--- src/rtl/exc_ctrl_if.sv ---
// Pipeline-side bundle for the exception sequencer: EXE-stage event inputs, the
// CP0 MTC0/MFC0 ports and the kill/flush/redirect outputs.
interface exc_ctrl_if;
    logic        e_valid;
    logic [31:0] e_pc;
    logic        alu_overflow;
    logic        e_eret;
    logic        intr;
    logic        c0_we;
    logic [4:0]  c0_waddr;
    logic [31:0] c0_wdata;
    logic [4:0]  c0_raddr;
    logic [31:0] c0_rdata;
    logic        e_kill;
    logic        flush;
    logic        pc_redir;
    logic [31:0] redir_pc;
    logic        exl;

    modport master (
        output e_valid, e_pc, alu_overflow, e_eret, intr,
        output c0_we, c0_waddr, c0_wdata, c0_raddr,
        input  c0_rdata, e_kill, flush, pc_redir, redir_pc, exl
    );

    modport slave (
        input  e_valid, e_pc, alu_overflow, e_eret, intr,
        input  c0_we, c0_waddr, c0_wdata, c0_raddr,
        output c0_rdata, e_kill, flush, pc_redir, redir_pc, exl
    );
endinterface

--- src/rtl/exc_ctrl.sv ---
// Exception/interrupt sequencer owning CP0 Status, Cause and EPC; kills, flushes and redirects.
// Define EXC_INTR_EN to enable the external interrupt path (otherwise only overflow and ERET).
module exc_ctrl #(
    parameter logic [31:0] EXC_VECTOR = 32'h0000_0004
) (
    input  logic     clock,
    input  logic     resetn,
    exc_ctrl_if.slave bus
);
    typedef enum logic [1:0] {RUN, TRAP, RET} state_t;

    localparam logic [4:0] EXC_INT = 5'd0;
    localparam logic [4:0] EXC_OV  = 5'd12;
    localparam logic [4:0] ADDR_STATUS = 5'd12;
    localparam logic [4:0] ADDR_CAUSE  = 5'd13;
    localparam logic [4:0] ADDR_EPC    = 5'd14;

    state_t      state, state_nxt;
    logic        ie, exl_q, ip;
    logic [4:0]  exc_code;
    logic [31:0] epc;
    logic        intr_eff;
    logic        in_run, ovf, ret, irq, c0_wr;

`ifdef EXC_INTR_EN
    assign intr_eff = bus.intr;
`else
    assign intr_eff = 1'b0;
`endif

    // Event priority: overflow > ERET > interrupt, only for a real instruction in RUN.
    assign in_run = (state == RUN) && bus.e_valid;
    assign ovf    = in_run && bus.alu_overflow;
    assign ret    = in_run && bus.e_eret && !ovf;
    assign irq    = in_run && intr_eff && ie && !exl_q && !ovf && !ret;
    assign c0_wr  = in_run && bus.c0_we && !(ovf || ret || irq);

    always_ff @(posedge clock or negedge resetn) begin
        if (!resetn) state <= RUN;
        else         state <= state_nxt;
    end

    always_comb begin
        state_nxt = RUN;
        case (state)
            RUN: begin
                if (ovf || irq) state_nxt = TRAP;
                else if (ret)   state_nxt = RET;
                else            state_nxt = RUN;
            end
            default: state_nxt = RUN;
        endcase
    end

    always_comb begin
        bus.e_kill   = ovf || ret || irq;
        bus.flush    = 1'b0;
        bus.pc_redir = 1'b0;
        bus.redir_pc = EXC_VECTOR;
        case (state)
            TRAP: begin
                bus.flush    = 1'b1;
                bus.pc_redir = 1'b1;
            end
            RET: begin
                bus.flush    = 1'b1;
                bus.pc_redir = 1'b1;
                bus.redir_pc = epc;
            end
            default: ;
        endcase
    end

    // Hardware events take precedence over a same-cycle MTC0.
    always_ff @(posedge clock or negedge resetn) begin
        if (!resetn) begin
            ie       <= 1'b0;
            exl_q    <= 1'b0;
            ip       <= 1'b0;
            exc_code <= 5'd0;
            epc      <= 32'd0;
        end else begin
            ip <= intr_eff;
            if (ovf || irq) begin
                epc      <= bus.e_pc;
                exc_code <= ovf ? EXC_OV : EXC_INT;
                exl_q    <= 1'b1;
            end else if (ret) begin
                exl_q <= 1'b0;
            end else if (c0_wr) begin
                case (bus.c0_waddr)
                    ADDR_STATUS: {exl_q, ie} <= bus.c0_wdata[1:0];
                    ADDR_EPC:    epc         <= bus.c0_wdata;
                    default: ;
                endcase
            end
        end
    end

    always_comb begin
        bus.c0_rdata = 32'd0;
        case (bus.c0_raddr)
            ADDR_STATUS: bus.c0_rdata = {30'd0, exl_q, ie};
            ADDR_CAUSE:  bus.c0_rdata = {21'd0, ip, 3'd0, exc_code, 2'd0};
            ADDR_EPC:    bus.c0_rdata = epc;
            default:     bus.c0_rdata = 32'd0;
        endcase
    end

    assign bus.exl = exl_q;

endmodule

--- src/flat_wrapper.sv ---
// flat-port wrapper written by rule: the top's interface ports become plain ports
module exc_ctrl_flat 
#(
    parameter logic [31:0] EXC_VECTOR = 32'h0000_0004
)
  (clock, resetn, bus_e_valid, bus_e_pc, bus_alu_overflow, bus_e_eret, bus_intr, bus_c0_we, bus_c0_waddr, bus_c0_wdata, bus_c0_raddr, bus_c0_rdata, bus_e_kill, bus_flush, bus_pc_redir, bus_redir_pc, bus_exl);
  exc_ctrl_if bus_i ();
  input  logic clock;
  input  logic resetn;
  input wire logic [$bits(bus_i.e_valid)-1:0] bus_e_valid;
  input wire logic [$bits(bus_i.e_pc)-1:0] bus_e_pc;
  input wire logic [$bits(bus_i.alu_overflow)-1:0] bus_alu_overflow;
  input wire logic [$bits(bus_i.e_eret)-1:0] bus_e_eret;
  input wire logic [$bits(bus_i.intr)-1:0] bus_intr;
  input wire logic [$bits(bus_i.c0_we)-1:0] bus_c0_we;
  input wire logic [$bits(bus_i.c0_waddr)-1:0] bus_c0_waddr;
  input wire logic [$bits(bus_i.c0_wdata)-1:0] bus_c0_wdata;
  input wire logic [$bits(bus_i.c0_raddr)-1:0] bus_c0_raddr;
  output wire logic [$bits(bus_i.c0_rdata)-1:0] bus_c0_rdata;
  output wire logic [$bits(bus_i.e_kill)-1:0] bus_e_kill;
  output wire logic [$bits(bus_i.flush)-1:0] bus_flush;
  output wire logic [$bits(bus_i.pc_redir)-1:0] bus_pc_redir;
  output wire logic [$bits(bus_i.redir_pc)-1:0] bus_redir_pc;
  output wire logic [$bits(bus_i.exl)-1:0] bus_exl;
  assign bus_i.e_valid = bus_e_valid;
  assign bus_i.e_pc = bus_e_pc;
  assign bus_i.alu_overflow = bus_alu_overflow;
  assign bus_i.e_eret = bus_e_eret;
  assign bus_i.intr = bus_intr;
  assign bus_i.c0_we = bus_c0_we;
  assign bus_i.c0_waddr = bus_c0_waddr;
  assign bus_i.c0_wdata = bus_c0_wdata;
  assign bus_i.c0_raddr = bus_c0_raddr;
  assign bus_c0_rdata = bus_i.c0_rdata;
  assign bus_e_kill = bus_i.e_kill;
  assign bus_flush = bus_i.flush;
  assign bus_pc_redir = bus_i.pc_redir;
  assign bus_redir_pc = bus_i.redir_pc;
  assign bus_exl = bus_i.exl;
  exc_ctrl #(.EXC_VECTOR(EXC_VECTOR)) u_core (.clock(clock), .resetn(resetn), .bus(bus_i));
endmodule
--- config.mk ---
export PLATFORM = sky130hd
export DESIGN_NAME = exc_ctrl_flat
export DESIGN_NICKNAME = d
export VERILOG_FILES = /design/src/rtl/exc_ctrl_if.sv /design/src/rtl/exc_ctrl.sv /design/src/flat_wrapper.sv
export SDC_FILE = /design/constraint.sdc
export NUM_CORES = 1
export LEC_CHECK = 0
export ABC_AREA = 1
export CORE_UTILIZATION = 36
export CTS_BUF_LIST = sky130_fd_sc_hd__clkbuf_16
export CTS_CLUSTER_DIAMETER = 60
export DETAILED_ROUTE_END_ITERATION = 12
export PLACE_DENSITY = 0.82
export SETUP_SLACK_MARGIN = 0.05
export SYNTH_ARGS = -nofsm -noshare
export SYNTH_HDL_FRONTEND = slang
export SYNTH_SLANG_ARGS = --single-unit
--- constraint.sdc ---
create_clock -name clock -period 1.4 [get_ports clock]
set_input_delay 0.14 -clock clock [delete_from_list [all_inputs] [get_ports clock]]
set_output_delay 0.14 -clock clock [all_outputs]
set_load 0.005 [all_outputs]
Word-level counts from Yosys, hierarchy flattened
Index checks and enable logic that the tools add are counted.

storage, ports and cells
  input port bits = 81
  logic and storage cells = 47
  output and inout port bits = 68
  register bits = 37

cells by class
  eq/ne operators = 8
  multiplexer cells = 14
  reduce and logical (&&, ||, !) cells = 18
  bitwise logic cells = 2

operator list
  kind                  number
  $mux W32              5
  $pmux W32 S3          1
  $eq A5 B4 Y1 const B  5
  $logic_and A1 B1 Y1   6
  $mux W2               3
  $reduce_bool A3 Y1    2
  $mux W1               5
  $reduce_and A4 Y1     1
  $reduce_bool A2 Y1    2
  $reduce_and A3 Y1     1
  $eq A2 B1 Y1 const B  1
  $eq A2 B2 Y1 const B  1
  $logic_not A1 Y1      2
  $logic_not A2 Y1      1
  $ne A2 B1 Y1 const B  1
  $not A1 Y1            2
  $reduce_and A2 Y1     1
  $reduce_or A2 Y1      1
  $logic_or A1 B1 Y1    1

Logic depth before layout (Yosys ltp)
Gate-level depths: netlist (run 1).

  word-level depth = 11
  mapped depth = 9
  mapped depth without buffers = 8

Worst setup path after synthesis (run 1)
Ideal clock, no wire load.

  path kind = flip-flop to flip-flop
  from = register u_core.state[0]
  to = register u_core.epc[16]
  slack = -0.002 ns
  path buffers = 1
  setup time = 0.117 ns
  data required time = 1.283 ns
  clock period less this slack = 1.402 ns
  stages on the path, launching flop included = 9
  data arrival time = 1.284 ns
  cell sequence = dfrtp_1 > inv_1 > ha_1 > nand3_2 > nor2_2 > nand2_4 > buf_6 > nand3_1 > nand2_1

between the ends
  word-level cells in the longest chain between the ends = 10
  elaborated cells between the ends (all ways) = 15
  classes of those cells = eq/ne: 1; mux: 1; reduce/logical: 13

ends and longest elaborated chain
  element                              RTL line        RTL
  from (decl)                          exc_ctrl.sv:18  state_t state, state_nxt;
  from (signal assigned)               exc_ctrl.sv:40  else state <= state_nxt;
  $logic_not A2 Y1 (*)                 exc_ctrl.sv:32  assign in_run = (state == RUN) && bus.e_valid;
  $logic_and A1 B1 Y1 (*)              exc_ctrl.sv:32
  $logic_and A1 B1 Y1                  exc_ctrl.sv:33  assign ovf = in_run && bus.alu_overflow;
  $logic_not A1 Y1                     exc_ctrl.sv:34  assign ret = in_run && bus.e_eret && !ovf;
  $logic_and A1 B1 Y1                  exc_ctrl.sv:34
  $logic_or A1 B1 Y1                   exc_ctrl.sv:36  assign c0_wr = in_run && bus.c0_we && !(ovf || ret || irq);
  $logic_not A1 Y1                     exc_ctrl.sv:36
  $logic_and A1 B1 Y1                  exc_ctrl.sv:36
  $reduce_bool A2 Y1 (no source line)  n/a
  $reduce_and A3 Y1 (no source line)   n/a
  to (signal assigned)                 exc_ctrl.sv:85  epc <= bus.e_pc;
  to (signal assigned)                 exc_ctrl.sv:93  ADDR_EPC: epc <= bus.c0_wdata;
  to (decl)                            exc_ctrl.sv:21  logic [31:0] epc;

Every way passes the cells marked *; elsewhere a longest branch is shown, timed or not.
A chain may end at the register's enable or synchronous reset.

Worst setup path after layout (run 1)
  from = register u_core.state[0]
  to = output bus_redir_pc[22]

between the ends
  word-level cells in the longest chain between the ends = 2

ends and longest elaborated chain
  element       RTL line            RTL
  $eq A2 B2 Y1  exc_ctrl.sv:60      case (state)
  $mux W32      exc_ctrl.sv:60
  to (decl)     flat_wrapper.sv:23  output wire logic [$bits(bus_i.redir_pc)-1:0] bus_redir_pc;

No other way between the ends.

==> results of run 1 <==
[critical path: cells and delay by family (launching register included)]
kind          cells  cell delay, ps
buf+inv           7             690
flops             1             350
fa+ha+maj         1             150
simple gates      1              60
[per-stage QoR]
| stage | utilization, % | hold slack, ps |
|---|---|---|
| final | 76.1 | 348 |
| after global routing | 76.1 | 390 |
| after CTS | 71.7 | 355 |
| after detailed placement | 59.9 | 112 |
| after floorplan | - | -156 |
| after global placement | 59.9 | 107 |
[registers in the layout, indices dropped and copies added, names as in the netlist]
signal / flops
u_core.epc: 32
u_core.state: 2
u_core.bus.exl: 1
u_core.exc_code: 1
u_core.ie: 1
[layout make-up]
class,instances,area (sq um),share of cell area (%)
inverter,73,274,4.91
multi-input combinational,302,1940,34.7
sequential,37,926,16.6
clock buffer,5,125,2.24
timing repair buffer,202,2180,39.1
clock inverter,3,11.3,0.202
tap,99,124,2.22
[power by group]
part / switching [mW] / leakage, nW / internal (mW) / total [mW]
sequential: 0.198 / 0.490 / 1.21 / 1.41
clock: 0.392 / 0.0776 / 0.639 / 1.03
combinational: 0.582 / 2.52 / 0.676 / 1.26
total: 1.17 / 3.09 / 2.52 / 3.70
[routing by layer]
metal | track usage (%) | up-vias | share of wire (%)
li1 | - | 1685 | -
met1 | 30.7 | 1671 | 38
met2 | 54.3 | 126 | 54
met3 | 5.67 | 18 | 5.7
met4 | 9.52 | 0 | 1.7
met5 | 0 | - | 0
[repair_timing]
action	4_1_cts	5_1_grt
pin swaps	25	20
gates cloned	13	0
resized for setup	380	97
hold buffers	1	0
setup buffers	20	6
hold endpoints to repair	17	0
endpoints found under the setup margin	103	99
[placed cells by master (no fill, tap or decap), types with 7 or more instances in the layout]
cell / n
buf_12: 17
buf_6: 38
nand2_4: 22
clkdlybuf4s50_1: 73
nand2_2: 27
buf_4: 10
nor2_2: 10
buf_16: 7
inv_1: 49
nand2_1: 124
nor2_1: 21
buf_2: 33
nand3_2: 37
nand3_1: 33
dfrtp_1: 37
inv_2: 27
[kinds of logic (layout without fill, tap and decap cells)]
group,Yosys count,after routing
simple gates,291,294
fa+ha+maj,2,2
flops,37,37
compound gates,6,6
buf+inv,99,283
[worst paths after layout]
| kind | startpoint | to | slack (ps) | cells past startpoint |
|---|---|---|---|---|
| min reg2reg | u_core.ie | u_core.ie | 500 | 2 |
| max in group asynchronous | resetn | u_core.epc[31] | 580 | 3 |
| min | resetn | u_core.ie | 350 | 2 |
| min in group clock | bus_c0_wdata[0] | u_core.ie | 460 | 3 |
| max reg2reg | u_core.state[0] | u_core.epc[22] | -250 | 11 |
| max | u_core.state[0] | bus_redir_pc[22] | -260 | 9 |
==> results by group, run 1 <==
Final layout
  – Fillers: 485
  – Final-stage net count: 704
  – Finished Cell Area: 5580 sq um
  – Ratio of cells with drive above 1 in the final layout: 42.4%
  – Fin cells: 721
  – Area Overhead vs Synth: 102%
  – # diodes: 0

Placed design
  – Area after DPL: 4390 sq um
  – Routability Congestion: 0.814
  – Placed Instances: 676
  – Dpl ws: -644 ps
  – Buffers on Ports: 147
  – DP Wirelength: 6.41 mm

Logic synthesis
  – Register bit total from synthesis: 37
  – Post-synth top area share: 33.5%
  – Ys async rst share: 100%
  – Sequential fraction of the synthesis area: 33.5%
  – Mapped Area: 2760 sq um
  – Top_reg_cell synth: dfrtp_1
  – Synth unique cells: 24
  – Post-synth EDFFs: 0
  – Synth area leader: dfrtp_1
  – Syn_nets: 518
  – Top-count cell post-synth: nand2_1
  – Syn_area_per_cell: 6.35 sq um
  – Main combinational cell family by area after synthesis: simple AND/OR/NAND/NOR gates
  – Cell count after synthesis: 435
  – XOR/XNOR share of the synthesized area: 0%
  – Synth top cells by count: 166 x nand2_1, 73 x inv_1, 67 x nand3_1, 37 x dfrtp_1, 35 x nor2_1
  – Synth warn: 0
  – Multiplexer share of the synthesized area: 0%
  – Synth area leaders: dfrtp_1 34%, nand2_1 23%, nand3_1 12%, inv_1 9.9%, buf_6 4.9%
  – Synth Area in Adders: 0.906%
  – Compound-cell area share of the yosys netlist: 1.49%
  – Simple-Gate Fraction of Synth Area: 46.3%

Critical path
  – CP Capture Type: primary output
  – WP data arrival: 1520 ps
  – Slowest Stage Delay on Critical Path: 350 ps
  – Critical Path Slowest Stage Cell: dfrtp_1
  – CP dominant cell by count: buf_6
  – Worst path cell trace: inv_2 -> buf_6 -> ha_4 -> buf_6 -> buf_12 -> buf_12 -> nand2_4 -> inv_2 -> buf_6
  – Setup CP Type: reg -> out
  – Critical Path RT: 1260 ps
  – CP max FO: 8
  – Critical Path Start Type: flip-flop

Routing
  – Routed WL per cell: 15.5 microns
  – Post-DRT Antenna Nets: 0
  – 1st-iter DRT viols: 170
  – Residual DRC: 0
  – DR pass1 iterations: 4
  – Drt total wl: 11.2 mm
  – Via/cell ratio: 4.85
  – Via count: 3500

STA
  – Worst clock skew: 4.25 ps
  – Final Hold Viols: 0
  – Final setup fails: 68
  – Slew Viols, Final: 0
  – Period minus WS final: 1660 ps
  – RSZ-0062 raised after global routing: yes
  – Slew @ Worst Pin: 528 ps
  – Final worst slack: -264 ps
  – Period utilization: 119%
  – Max_slew headroom: 64.7%
  – Max Freq: 0.601 GHz
  – Final setup TNS: -14590 ps

Floorplanning
  – DIE HEIGHT: 89.6 microns
  – Initial Util: 37.7%
  – Core ar.: 7330 sq um
  – Die area: 8030 sq um
  – Die W: 89.6 microns
  – Num ports: 149
  – Placement Rows: 31

CTS
  – TritonCTS Sinks: 37
  – Worst-path clk slew: 50 ps
  – CTS tree: built
  – Num CTS Buffers: 5
  – Max H-tree Level: 2
  – Clk root buf: clkbuf_16
  – Skew-Pair Late Insertion Delay: 270 ps
  – Clock Path Buffers: 2

Worst hold path
  – Hold Crit Class: in -> async

Outcome
  – Violated checks: setup timing
  – Status: finished with violations

Pwr
  – Pwr Density: 663 nW/um^2
  – Leak: 3.09 nW
  – Maximum vdd drop: 0.000459 V
  – Total power: 3.70 mW

Global routing
  – Grt total ovfl: 0
  – Initial antenna violation count: 0
  – First-pass GRT wire length: 16.7 mm
  – All-Layer GR Usage: 28.3%
  – Vias in the first global route: 3482
  – Largest net degree at the start of global routing: 29

Run
  – Max-cap violations: 0
Note: power is estimated with default switching activity, not from simulation.
==> run 2: changes to the inputs <==
--- a/config.mk
+++ b/config.mk
@@ -6,12 +6,13 @@
 export NUM_CORES = 1
 export LEC_CHECK = 0
 export ABC_AREA = 1
-export CORE_UTILIZATION = 36
+export CORE_UTILIZATION = 40
 export CTS_BUF_LIST = sky130_fd_sc_hd__clkbuf_16
 export CTS_CLUSTER_DIAMETER = 60
 export DETAILED_ROUTE_END_ITERATION = 12
-export PLACE_DENSITY = 0.82
+export PLACE_DENSITY = 0.86
 export SETUP_SLACK_MARGIN = 0.05
+export SKIP_CTS_REPAIR_TIMING = 1
 export SYNTH_ARGS = -nofsm -noshare
 export SYNTH_HDL_FRONTEND = slang
 export SYNTH_SLANG_ARGS = --single-unit
==> constraint.sdc (replaced) <==
create_clock -name clock -period 1.76 [get_ports clock]
set_input_delay 0.176 -clock clock [delete_from_list [all_inputs] [get_ports clock]]
set_output_delay 0.176 -clock clock [all_outputs]
set_load 0.005 [all_outputs]
==> results by group, run 2 (synthesis gave the netlist of run 1 again) <==
Placed design
  – DP Wirelength: 6.25 mm (-2.5%)
  – Buffers on Ports: 147 (unchanged)
  – Routability Congestion: 0.824 (+1.3%)

Floorplanning
  – Placement Rows: 29 (-6.5%)
  – Core ar.: 6490 sq um (-11%)
  – DIE HEIGHT: 85.1 microns (-5.0%)
  – Num ports: 149 (unchanged)
  – Initial Util: 42.5% (+4.8 points)
  – Die area: 7240 sq um (-9.8%)
  – Die W: 85.1 microns (-5.0%)

STA
  – Period minus WS final: 1760 ps
  – Slew Viols, Final: 0 (unchanged)
  – Final Hold Viols: 0 (unchanged)
  – Worst clock skew: 2.65 ps (-1.60 ps)
  – Period utilization: 99.9%
  – Final setup fails: 0 (-100%)
  – WHS: 7.08 ps (-341 ps)
  – Max_slew headroom: 44.1% (-21 points)
  – RSZ-0062 raised after global routing: yes
  – Max Freq: 0.569 GHz
  – Final setup TNS: 0 ps (+14590 ps)
  – Slew @ Worst Pin: 839 ps (+311 ps)

Global routing
  – Initial antenna violation count: 0 (unchanged)
  – All-Layer GR Usage: 23.5% (-4.8 points)
  – Vias in the first global route: 3032 (-13%)
  – Largest net degree at the start of global routing: 38 (+31%)
  – Grt total ovfl: 0 (unchanged)
  – First-pass GRT wire length: 13.9 mm (-17%)

Critical path
  – Crit path buf inv count: 6 (-1)
  – Setup CP Type: reg -> out
  – Slowest Stage Delay on Critical Path: 370 ps (+20 ps)
  – Delay-heaviest family, CP: buffers and inverters
  – Worst path cell trace: buf_4 -> ha_4 -> buf_6 -> buf_4 -> buf_4 -> nand2_1 -> inv_1 -> dlymetal6s2s_1
  – Critical Path RT: 1580 ps (+320 ps)
  – CP Capture Type: primary output
  – Critical Path Slowest Stage Cell: dfrtp_1
  – CP max FO: 4 (-4)
  – R2R Setup Slk: 30 ps (+280 ps)
  – Critical Path Start Type: flip-flop
  – WP data arrival: 1580 ps (+60 ps)
  – CP dominant cell by count: buf_4

Run
  – Max-cap violations: 0 (unchanged)

CTS
  – Max H-tree Level: 2 (unchanged)
  – Worst-path clk slew: 60 ps (about the same)
  – Skew-Pair Late Insertion Delay: 270 ps (about the same)
  – Clock Path Buffers: 2 (unchanged)
  – CTS tree: built
  – TritonCTS Sinks: 37 (unchanged)
  – Num CTS Buffers: 5 (unchanged)
  – Clk root buf: clkbuf_16

Final layout
  – Max reg flops: 32 (unchanged)
  – Commonest non-fill, non-tap cell in the layout: nand2_1
  – Ratio of cells with drive above 1 in the final layout: 13.7% (-29 points)
  – Commonest non-fill, non-tap cells in the layout: 162 x nand2_1, 77 x clkdlybuf4s50_1, 73 x inv_1, 66 x nand3_1, 64 x dlymetal6s2s_1
  – Area Overhead vs Synth: 76.0%
  – Fillers: 466 (-3.9%)
  – Top flop regs: u_core.epc x32, u_core.state x2
  – Largest register by flop count: u_core.epc
  – Final core occ: 74.9% (-1.2 points)
  – # diodes: 0 (unchanged)
  – Final-stage net count: 682 (-3.1%)

Outcome
  – Status: complete, no violations

Routing
  – DR pass1 iterations: 4 (unchanged)
  – Post-DRT Antenna Nets: 0 (unchanged)
  – Drt total wl: 9.38 mm (-16%)
  – Residual DRC: 0 (unchanged)
  – Via count: 3329 (-4.9%)
  – Via/cell ratio: 4.92 (+1.3%)
  – 1st-iter DRT viols: 166 (-2.4%)
  – Routed WL per cell: 13.9 microns (-10%)

Pwr
  – Pwr Density: 545 nW/um^2 (-18%)
  – Leak: 3.61 nW (+17%)
  – Maximum vdd drop: 0.000388 V (-16%)

Worst hold path
  – Hold Crit Class: in -> async
==> run 2: cell types whose count changed in the layout (fill, tap and decap cells not counted), moves of 26 or more <==
cell	previous run	this run
nand3_2	37	6
nand3_1	33	66
inv_2	27	1
nand2_1	124	162
buf_2	33	2
dlymetal6s2s_1	1	64
buf_6	38	7
==> run 2: layer usage <==
layer / global-route usage (%) / part of all wire, %
met4: 4.78 / 0.71
met3: 3.99 / 5.9
met2: 44.6 / 54
met5: 0 / 0
met1: 27.6 / 40
==> run 2: stage by stage <==
| stage | instance area (sq um) | power [mW] | setup WS [ps] | cells |
|---|---|---|---|---|
| after floorplan | 2760 | 1.41 | 358 | 435 |
| after global placement | 4290 | 1.72 | -281 | 652 |
| after detailed placement | 4290 | 1.75 | -386 | 652 |
| after CTS | 4430 | 2.59 | -389 | 660 |
| after global routing | 4860 | 2.80 | -49.4 | 677 |
| final | 4860 | 2.65 | 1.88 | 677 |
==> run 2: final timing paths <==
| kind | startpoint | to | cells after the start |
|---|---|---|---|
| min reg2reg | u_core.exc_code[2] | u_core.exc_code[2] | 1 |
| max in group asynchronous | resetn | u_core.epc[7] | 1 |
| min in group clock | u_core.exc_code[2] | u_core.exc_code[2] | 1 |
| min | resetn | u_core.ie | 1 |
| max | u_core.state[1] | bus_redir_pc[18] | 8 |
| max reg2reg | u_core.state[1] | u_core.epc[8] | 10 |
==> run 2: report_power, final <==
part           total (mW)  switching (mW)  internal [mW]  leakage (nW)
sequential           1.06           0.101          0.962         0.490
clock               0.833           0.319          0.513        0.0748
combinational       0.753           0.359          0.393          3.05
==> run 2: area by class of cell <==
cell class	count	area (sq um)	area share (%)
inverters	73	274	5.64
well taps	77	96.3	1.98
clock buffers	5	125	2.57
flip-flops and latches	37	926	19.0
clock inverters	3	13.8	0.283
repair buffers	182	2000	41.2
multi-input cells	300	1420	29.3
==> patch: new RTL, config.mk and constraints of run 2 <==
Add a define of `EXC_INTR_EN`.
--- a/src/rtl/exc_ctrl.sv
+++ b/src/rtl/exc_ctrl.sv
@@ -2,2 +2,4 @@
 // Define EXC_INTR_EN to enable the external interrupt path (otherwise only overflow and ERET).
+`define EXC_INTR_EN
+
 module exc_ctrl #(
Formal check against the unedited RTL: not equivalent (a bounded check fails within 4 cycles, from zero or initial values and one cycle with resetn low).
==> patch against run 2 <==
The run now ends with setup timing left; final area up 12%; worst setup slack worse by 0.076 ns; cell count up 4.3%; core utilization up 11 points; sequential cell count up 1; wire length up 26%; clock skew up 0.00057 ns; area after synthesis down 3.9%.
Power is not compared: it rests on default switching activity, and its combinational part moved more than twofold at a synthesized area within 25%.
==> patch: results (changes against run 2) <==
Synth Area in Adders 0.009430 (was 0.009058); GP Congestion 0.8240 (was 0.8241); r2r setup slk -0.04 ns (was 0.03 ns); Worst Path Max Fanout 5 (was 4); Iteration-0 DRC Markers 177 (was 166); comb_multi_in 302 (was 300); dpl hpwl 6070 um (was 6250 um); Syn Nets 523 (was 518); dpl cells 663 (was 652); largest cells by area after synthesis dfrtp_1, nand2_1, inv_1, nand3_1, nor2_1 (was dfrtp_1, nand2_1, nand3_1, inv_1, buf_6); worst-case clock skew 0.003223 ns (was 0.002655 ns); Syn Inst Count 440 (was 435); drt pass-1 iters 5 (was 4); inverter count 78 (was 73); Total GRT Usage 0.2281 (was 0.2347); Least-Margin Pin Slew 0.8887 ns (was 0.8391 ns); buffering overhead 0.4294 (was 0.4120); layout cells sized above 1 0.2353 (was 0.1367); final std cells w/o fill 706 (was 677); WL/cell 16.77 um (was 13.86 um); complex-gate fraction of the synthesized area 0.02452 (was 0.01495); status complete, but fails checks (was complete, no violations); YS warnings 0 (unchanged); Synth cell types 21 (was 24); Register Area 950.9 um^2 (was 925.9 um^2); Setup crit end bus_redir_pc[14] (was bus_redir_pc[18]); FF-to-FF path depth 10 (unchanged); nonclk buf count 204 (was 182); worst reg2reg path endpoint u_core.epc[26]$_DFFE_PN0P_ (was u_core.epc[8]$_DFFE_PN0P_); mux cell area share after synthesis 0 (unchanged); setup slack after layout -0.07437 ns (was 0.001877 ns); fraction of area in multi-input gates 0.3000 (was 0.2928); worst hold margin 0.02407 ns (was 0.007078 ns); Arr. time, crit path 1.66 ns (was 1.58 ns); first-pass GRT wire length 13080 um (was 13860 um); Final setup violation count 23 (was 0); pre-CTS setup slack -0.3136 ns (was -0.3856 ns); Worst Setup SP u_core.state[0]$_DFF_PN0_ (was u_core.state[1]$_DFF_PN0_); IO buf count 148 (was 147); vias in the first global route 2989 (was 3032); failing checks setup timing; Max Slew Vio Count 0 (unchanged)
[patch: routing by layer]
metal	GRT usage	vias to the layer above	share of wire	routed length, um
met3	0.03165	33	0.067	797
met1	0.2541	1718	0.36	4248
met5	0	-	0	0
met4	0.05547	0	0.029	344
met2	0.4516	184	0.54	6450
li1	-	1668	-	-
[patch: cell families (layout without fill, tap and decap cells)]
kind of cell / after synthesis / count (layout)
AO/OA/AOI/OAI: 8 / 8
adder cells (fa/ha/maj): 2 / 2
buffers and inverters: 100 / 289
flip-flops: 38 / 38
AND/OR/NAND/NOR: 292 / 292
[patch: through the flow]
step / TNS, ns / area, um^2 / power (mW)
2_1_floorplan: 0 / 2654 / 2.435
3_3_place_gp: -6.592 / 4305 / 3.058
3_5_place_dp: -7.641 / 4305 / 3.132
4_1_cts: -13.47 / 4438 / 3.952
5_1_grt: -1.953 / 5451 / 4.921
6_report: -0.6719 / 5451 / 4.652
